$ cat src/rtl/depacketizer_ta.sv
`timescale 1ns/1ps
`default_nettype none
// ============================================================================
// Module      : depacketizer_ta
// Description : Reassembles 1..4 NoC flits into one payload and splits it
//               into a data word and its slave tag, with the VC of the head
//               flit. Single-entry output holding register with valid/ready.
// Revision    : 1.0 - initial release
// ============================================================================
module depacketizer_ta #(
    parameter int ADDRESS_WIDTH    = 4,
    parameter int VC_ADDRESS_WIDTH = 1,
    parameter int WIDTH_DATA       = 12,
    parameter int WIDTH_FLIT       = 36,
    parameter int PACKETIZER_WIDTH = 1,
    parameter int WIDTH_TAG        = 8
) (
    input  logic                        clk,
    input  logic                        rst,
    input  logic [WIDTH_FLIT-1:0]       data_in,
    input  logic                        valid_in,
    output logic                        ready_out,
    output logic [WIDTH_DATA-1:0]       data_out,
    output logic [WIDTH_TAG-1:0]        tag_out,
    output logic [VC_ADDRESS_WIDTH-1:0] vc_out,
    output logic                        valid_out,
    input  logic                        ready_in,
    output logic                        error_out
);

    // Head chunk is narrower than body chunks because it also carries dst.
    localparam int PH = WIDTH_FLIT - 3 - VC_ADDRESS_WIDTH - ADDRESS_WIDTH;
    localparam int PB = WIDTH_FLIT - 3 - VC_ADDRESS_WIDTH;
    localparam int PT = PH + (PACKETIZER_WIDTH - 1) * PB;
    // Storage always has room for one body chunk so the body write slice
    // stays in range even for single-flit packets.
    localparam int PR = PH + ((PACKETIZER_WIDTH > 1) ? (PACKETIZER_WIDTH - 1) : 1) * PB;
    localparam logic [1:0] K_LAST   = 2'(PACKETIZER_WIDTH - 1);
    localparam logic       HEAD_LAST = (PACKETIZER_WIDTH == 1);

    // Reject configurations whose flits cannot carry data plus tag.
    if ((WIDTH_DATA + WIDTH_TAG > PT) || (PACKETIZER_WIDTH < 1) || (PACKETIZER_WIDTH > 4)) begin : g_width_check
        $error("depacketizer_ta: payload too narrow or PACKETIZER_WIDTH out of 1..4");
    end

    typedef enum logic [0:0] {
        ST_IDLE = 1'b0,
        ST_BODY = 1'b1
    } state_t;

    state_t                      state, state_nxt;
    logic [1:0]                  k, k_nxt;
    logic [PR-1:0]               payload;
    logic [PR-1:0]               assembled;
    logic [VC_ADDRESS_WIDTH-1:0] vc_hold;
    logic [VC_ADDRESS_WIDTH-1:0] vc_pkt;
    logic                        out_full;
    logic                        store_head, store_body, load, err;
    int                          body_off;
    logic                        unused_asm;

    logic                        f_valid, f_head, f_tail;
    logic [VC_ADDRESS_WIDTH-1:0] f_vc;
    logic                        accept;

    assign f_valid   = data_in[WIDTH_FLIT-1];
    assign f_head    = data_in[WIDTH_FLIT-2];
    assign f_tail    = data_in[WIDTH_FLIT-3];
    assign f_vc      = data_in[WIDTH_FLIT-4 -: VC_ADDRESS_WIDTH];

    // Assembly also pauses while a held word is blocked downstream.
    assign ready_out = !out_full || ready_in;
    // Flits with the flit-valid bit clear are consumed but ignored.
    assign accept    = valid_in && ready_out && f_valid;

    assign valid_out = out_full;
    assign body_off  = PH + ((k == 2'd0) ? 0 : (int'(k) - 1)) * PB;
    assign vc_pkt    = (state == ST_IDLE || f_head) ? f_vc : vc_hold;
    assign unused_asm = ^assembled;

    // Stored chunks with the incoming flit's chunk overlaid at its slot.
    always_comb begin
        assembled = payload;
        if (state == ST_BODY && !f_head) begin
            assembled[body_off +: PB] = data_in[PB-1:0];
        end else begin
            assembled[PH-1:0] = data_in[PH-1:0];
        end
    end

    // Next-state logic: tail must be set exactly on the last flit index.
    always_comb begin
        state_nxt  = state;
        k_nxt      = k;
        store_head = 1'b0;
        store_body = 1'b0;
        load       = 1'b0;
        err        = 1'b0;
        if (accept) begin
            case (state)
                ST_IDLE: begin
                    if (!f_head || (f_tail != HEAD_LAST)) begin
                        err = 1'b1;
                    end else if (HEAD_LAST) begin
                        load = 1'b1;
                    end else begin
                        store_head = 1'b1;
                        k_nxt      = 2'd1;
                        state_nxt  = ST_BODY;
                    end
                end
                ST_BODY: begin
                    if (f_head) begin
                        // Abandon the partial packet and restart on this head.
                        err = 1'b1;
                        if (f_tail) begin
                            state_nxt = ST_IDLE;
                            k_nxt     = 2'd0;
                        end else begin
                            store_head = 1'b1;
                            k_nxt      = 2'd1;
                        end
                    end else if (f_tail != (k == K_LAST)) begin
                        err       = 1'b1;
                        state_nxt = ST_IDLE;
                        k_nxt     = 2'd0;
                    end else if (k == K_LAST) begin
                        load      = 1'b1;
                        state_nxt = ST_IDLE;
                        k_nxt     = 2'd0;
                    end else begin
                        store_body = 1'b1;
                        k_nxt      = k + 2'd1;
                    end
                end
                default: begin
                    state_nxt = ST_IDLE;
                    k_nxt     = 2'd0;
                end
            endcase
        end
    end

    // FSM state and flit index register.
    always_ff @(posedge clk) begin
        if (rst) begin
            state <= ST_IDLE;
            k     <= 2'd0;
        end else begin
            state <= state_nxt;
            k     <= k_nxt;
        end
    end

    // Partial payload and head VC capture.
    always_ff @(posedge clk) begin
        if (rst) begin
            payload <= '0;
            vc_hold <= '0;
        end else begin
            if (store_head) begin
                payload[PH-1:0] <= data_in[PH-1:0];
                vc_hold         <= f_vc;
            end
            if (store_body) begin
                payload[body_off +: PB] <= data_in[PB-1:0];
            end
        end
    end

    // Output holding register and registered error pulse.
    always_ff @(posedge clk) begin
        if (rst) begin
            out_full  <= 1'b0;
            data_out  <= '0;
            tag_out   <= '0;
            vc_out    <= '0;
            error_out <= 1'b0;
        end else begin
            error_out <= err;
            if (load) begin
                out_full <= 1'b1;
                data_out <= assembled[WIDTH_DATA-1:0];
                tag_out  <= assembled[WIDTH_DATA +: WIDTH_TAG];
                vc_out   <= vc_pkt;
            end else if (ready_in) begin
                out_full <= 1'b0;
            end
        end
    end

endmodule
`default_nettype wire

$ cat config.mk
export PLATFORM = sky130hd
export DESIGN_NAME = depacketizer_ta
export DESIGN_NICKNAME = d
export VERILOG_FILES = /design/src/rtl/depacketizer_ta.sv
export SDC_FILE = /design/constraint.sdc
export NUM_CORES = 1
export LEC_CHECK = 0
export CAP_MARGIN = 25
export CORE_MARGIN = 1
export CORE_UTILIZATION = 49
export DETAILED_ROUTE_END_ITERATION = 10
export GPL_TIMING_DRIVEN = 1
export HOLD_SLACK_MARGIN = 0.06
export PLACE_DENSITY = 0.8
export SLEW_MARGIN = 30
export SYNTH_ARGS = -nofsm -noshare
export SYNTH_HDL_FRONTEND = slang
export SYNTH_SLANG_ARGS = --single-unit
$ cat constraint.sdc
create_clock -name clk -period 2.05 [get_ports clk]
set_input_delay 0.3075 -clock clk [delete_from_list [all_inputs] [get_ports clk]]
set_output_delay 0.3075 -clock clk [all_outputs]
set_load 0.01 [all_outputs]
==> results.py <==
metrics = {
    "place": {
        "dpl-instance-area_mm2": 0.00316,
        "dp_hpwl_um": 4080,
        "portBuffers": 55,
        "routabilityCongestion": 0.844,
    },
    "yosys": {
        "yosysTopAreaCell": "dfxtp_1",
        "async_reset_ff_share_pct": 0,
        "synth_area_per_cell_um2": 8.19,
        "syn_area_mm2": 0.00248,
        "synthCells": 303,
        "yosysWarnings": 0,
        "yosys.area.top_type_share_pct": 37.9,
        "post_synth_num_cell_types": 37,
        "yosys-top-cells-area": "dfxtp_1, nand2_1, a22o_1, nor2_1, a311oi_2",
        "synth_nets": 349,
        "synth_edf_count": 0,
        "synth_top_flop_cell": "dfxtp_1",
        "synth_seq_area_share_pct": 37.9,
        "ys_ff_latch": 47,
    },
    "cts": {
        "clock-sinks": 47,
        "cts_max_level": 2,
        "cts-root-buf": "clkbuf_8",
        "cts_setup_buffers": 0,
        "cts_hold_buf": 0,
        "cts_buffer_depth": 2,
        "insertion_delay_ns": 0.31,
        "cts_tree": "built",
        "clkTransAtPathRegs_ns": 0.09,
        "cts_buffers": 5,
        "cts_resized": 1,
    },
    "finish": {
        "num-nets-final": 403,
        "layout-drive-gt1-share_pct": 13.1,
        "num_antenna_cells": 0,
        "fillers": 386,
        "area_growth_pct": 32.1,
        "fin_area_mm2": 0.00328,
    },
    "routing": {
        "drt_iter0_markers": 283,
        "drcViolationCount": 0,
        "antenna_left": 0,
        "firstDrtPassIters": 6,
        "avgViaCountPerCell": 5.61,
        "wl_um": 6140,
        "avgRoutedWirePerCell_um": 14.4,
        "vias": 2385,
    },
    "outcome": {
        "status": "finished clean",
    },
    "sta": {
        "period_share_pct": 93.3,
        "timing.hold.ws_ns": 0.459,
        "setup_violations": 0,
        "tightest_slew_ns": 0.513,
        "rsz0062_at_grt": "false",
        "final.min_clock_period_ns": 1.91,
        "hold_violations": 0,
        "fin_skew_ns": 0.00757,
        "relSlewSlack_pct": 65.7,
        "report.final.slew_viol_count": 0,
        "fmax_ghz": 0.523,
    },
    "die": {
        "num_rows": 25,
        "fp.dieH_um": 73.2,
        "core_area_mm2": 0.00479,
        "start_util_pct": 51.9,
        "fp.dieW_um": 73.2,
        "io_pins": 64,
        "die_area_mm2": 0.00535,
    },
    "global_route": {
        "antenna_found_initial": 0,
        "grt_max_degree": 42,
        "grt_pass1_wl_um": 9870,
        "grt_overflow": 0,
        "grt_pass1_vias": 2163,
        "grt_util_all_layers_pct": 23.8,
    },
    "power_and_ir_drop": {
        "p_leak_nw": 1.17,
        "p_per_area_mw_per_mm2": 562,
        "peakVddDrop_mv": 0.339,
    },
    "worst_setup_path": {
        "end_kind": "output pin",
        "worstPathRequired_ns": 1.74,
        "crit_path_max_fanout": 6,
        "crit_path_start_kind": "primary input",
        "worst-setup-path-type": "primary input to output pin",
        "crit_arrival_ns": 1.60,
    },
    "job": {
        "cap_violations": 0,
    },
    "worst_hold_path": {
        "hold_path_class": "flop to flop",
    },
}
## cells by family after synthesis
family	after synthesis	synth area share, %
AOI/OAI and AO/OA	69	24.5
adders and majority gates	6	3.02
buffers and inverters	30	7.16
DFF	47	37.9
muxes	1	0.403
and+or+nand+nor	150	27.0
## per-stage QoR
step | utilization, % | setup TNS [ns] | cells | power [mW] | worst slack, ns
final | 68.5 | 0 | 425 | 1.84 | 0.138
after CTS | 68.5 | 0 | 425 | 1.85 | 0.132
after detailed placement | 65.9 | -2.62 | 417 | 1.14 | -0.149
after global routing | 68.5 | 0 | 425 | 1.89 | 0.0748
after global placement | 65.9 | -2.11 | 417 | 1.14 | -0.108
after floorplan | - | 0 | 303 | 1.02 | 0.372
## worst max-delay path, stage by stage
cell	delay [ns]
clkdlybuf4s50_1	0.45
and2b_4	0.21
inv_2	0.10
clkdlybuf4s50_1	0.54
## per-layer routing
metal / routed length, um / global-route usage [%] / up-vias
li1: - / - / 1168
met1: 2630 / 30.5 / 1117
met2: 3040 / 39.8 / 91
met3: 377 / 4.01 / 9
met4: 91 / 9.37 / 0
met5: 0 / 0 / -
## cell usage in the layout (no fill, tap or decap), types with 2 or more instances in the layout
cell type / synthesis / layout
clkdlybuf4s50_1: 0 / 55
inv_1: 4 / 4
ha_1: 6 / 6
a31oi_1: 21 / 21
a311oi_2: 10 / 10
dfxtp_1: 47 / 47
clkbuf_8: 0 / 6
nand4_1: 2 / 2
buf_4: 3 / 12
nand3b_4: 2 / 2
a311oi_1: 10 / 10
a22o_1: 20 / 20
buf_12: 0 / 5
a21oi_1: 3 / 3
nand2_1: 87 / 87
nor2_1: 46 / 46
## area by class of cell
type | instances | area, um^2 | area share (%)
inverters | 5 | 18.8 | 0.573
well taps | 67 | 83.8 | 2.56
clock buffers | 6 | 82.6 | 2.52
multi-input cells | 226 | 1380 | 42.0
clock inverters | 2 | 35.0 | 1.07
flip-flops and latches | 47 | 941 | 28.7
repair buffers | 72 | 741 | 22.6
## cell usage after synthesis (all sizes together) (3+ instances only)
| cell type | count |
|---|---|
| clkbuf | 9 |
| a211oi | 3 |
| nand3b | 3 |
| buf | 16 |
| a311oi | 20 |
| ha | 6 |
| nand2 | 87 |
| nor2 | 47 |
| dfxtp | 47 |
| a31oi | 21 |
| inv | 5 |
| nand4 | 3 |
| a21oi | 3 |
| a22o | 20 |
## registers in the layout, summed over array words and instances (netlist names), 2 cells and up
register  flops
payload      20
k             2
data_out     12
tag_out       8
## worst paths after layout
check	start	depth (start not counted)	slack [ns]	to
worst min register to register	vc_hold	2	0.46	vc_hold
worst min-delay path	vc_hold	2	0.46	vc_hold
worst max-delay path	ready_in	4	0.14	ready_out
worst max register to register	k[0]	8	0.21	payload[15]
## power by group
part | internal, mW | total, mW | switching (mW)
Sequential | 0.922 | 0.928 | 0.00512
Clock | 0.395 | 0.721 | 0.326
Combinational | 0.106 | 0.193 | 0.0871
Total | 1.42 | 1.84 | 0.419
Note: power is estimated with default switching activity, not from simulation.
==> RTL change (same flow settings) <==
Remove the register `error_out`: a continuous assignment takes its place, so the output `error_out` follows one clock earlier.
--- a/src/rtl/depacketizer_ta.sv
+++ b/src/rtl/depacketizer_ta.sv
@@ -175,9 +175,7 @@
             data_out  <= '0;
             tag_out   <= '0;
             vc_out    <= '0;
-            error_out <= 1'b0;
         end else begin
-            error_out <= err;
             if (load) begin
                 out_full <= 1'b1;
                 data_out <= assembled[WIDTH_DATA-1:0];
@@ -189,6 +187,8 @@
         end
     end
 
+    assign error_out = err;
+
 endmodule
 `default_nettype wire
 
Check against the original RTL: not equivalent (Yosys sat finds a counterexample within 4 cycles, from zero or initial values and one cycle with rst high).
==> RTL change against the original RTL <==
Setup slack lost 0.027 ns; combinational power shrank 3%; via count is 6.5% lower; routed wire length fell by 6.2%; total power fell by 10%; die area decreased by 4.8%; synthesized area is 4.9% lower; final area is 4.1% lower; sequential cell count down 1; critical endpoint is now error_out; largest power group unchanged.
==> RTL change: results (changes against the original RTL) <==
Non-Filler Instances 392 (was 425); Leak 1.15 nW (was 1.17 nW); Post-Syn Nets 325 (was 349); Net Sw Power 400 uW (was 419 uW); Commonest cells post-synth dfxtp_1, nand2_1, nor2_1 (was nand2_1, dfxtp_1, nor2_1); sw frac 24.2% (was 22.7%); first-pass GRT wire length 9720 um (was 9870 um); NonClk Buf Share 24.2% (was 22.6%); Syn Inst Count 279 (was 303); register bit total from synthesis 46 (was 47); GRT Overall Usage 24.3% (was 23.8%); Filler cells 373 (was 386); Worst VDD drop 293 uV (was 339 uV); WL final 5760 um (was 6140 um); Placement Cell Area 3050 um^2 (was 3160 um^2); flop2flop setup slack 0.23 ns (was 0.21 ns); Non-clk bufs 77 (was 72); status finished clean (unchanged); largest cells by area after synthesis dfxtp_1, mux2i_1, a22o_1 (was dfxtp_1, nand2_1, a22o_1); 1st-pass router iterations 4 (was 6); crit path from k[0]$_SDFFE_PP0P_ (was ready_in); pre-CTS setup slack -0.255 ns (was -0.149 ns); register area share after synthesis 39.0% (was 37.9%); comb_multi_in 204 (was 226); clock network share of area 2.75% (was 3.59%); fraction of layout cells with a size suffix above 1 13.2% (was 13.1%); number of global-route vias before repair 2,110 (was 2,163); Critical R2R Launch k[1]$_SDFFE_PP0P_ (was k[0]$_SDFFE_PP0P_); detailed-placement wirelength estimate 3950 um (was 4080 um)
[RTL change: changes by cell type after synthesis, moves of 3 or more]
cell and delta:
a211oi_1 +18, a311oi_1 -10, a311oi_2 -10, and3b_2 +3, buf_6 -3, mux2i_1 +20
nand2_1 -41
[RTL change: metal layers]
| layer | up-vias | wire (um) | GRT usage (%) |
|---|---|---|---|
| li1 | 1110 | - | - |
| met1 | 1035 | 2580 | 30.8 |
| met2 | 71 | 2780 | 41.3 |
| met3 | 13 | 264 | 4.64 |
| met4 | 0 | 131 | 8.89 |
| met5 | - | 0 | 0 |
[RTL change: critical path, stage by stage (launching register included)]
cell	delay [ns]
dfxtp_2	0.33
inv_2	0.06
ha_2	0.17
inv_1	0.04
ha_1	0.27
nor2_2	0.11
a21oi_1	0.08
and2_1	0.15
buf_2	0.13
[RTL change: what timing repair did]
| action | 4_1_cts | 5_1_grt |
|---|---|---|
| resized for setup | 9 | 1 |
| cloned | 0 | 0 |
| pin swaps | 1 | 1 |
| endpoints found under the setup margin | 1 | 2 |
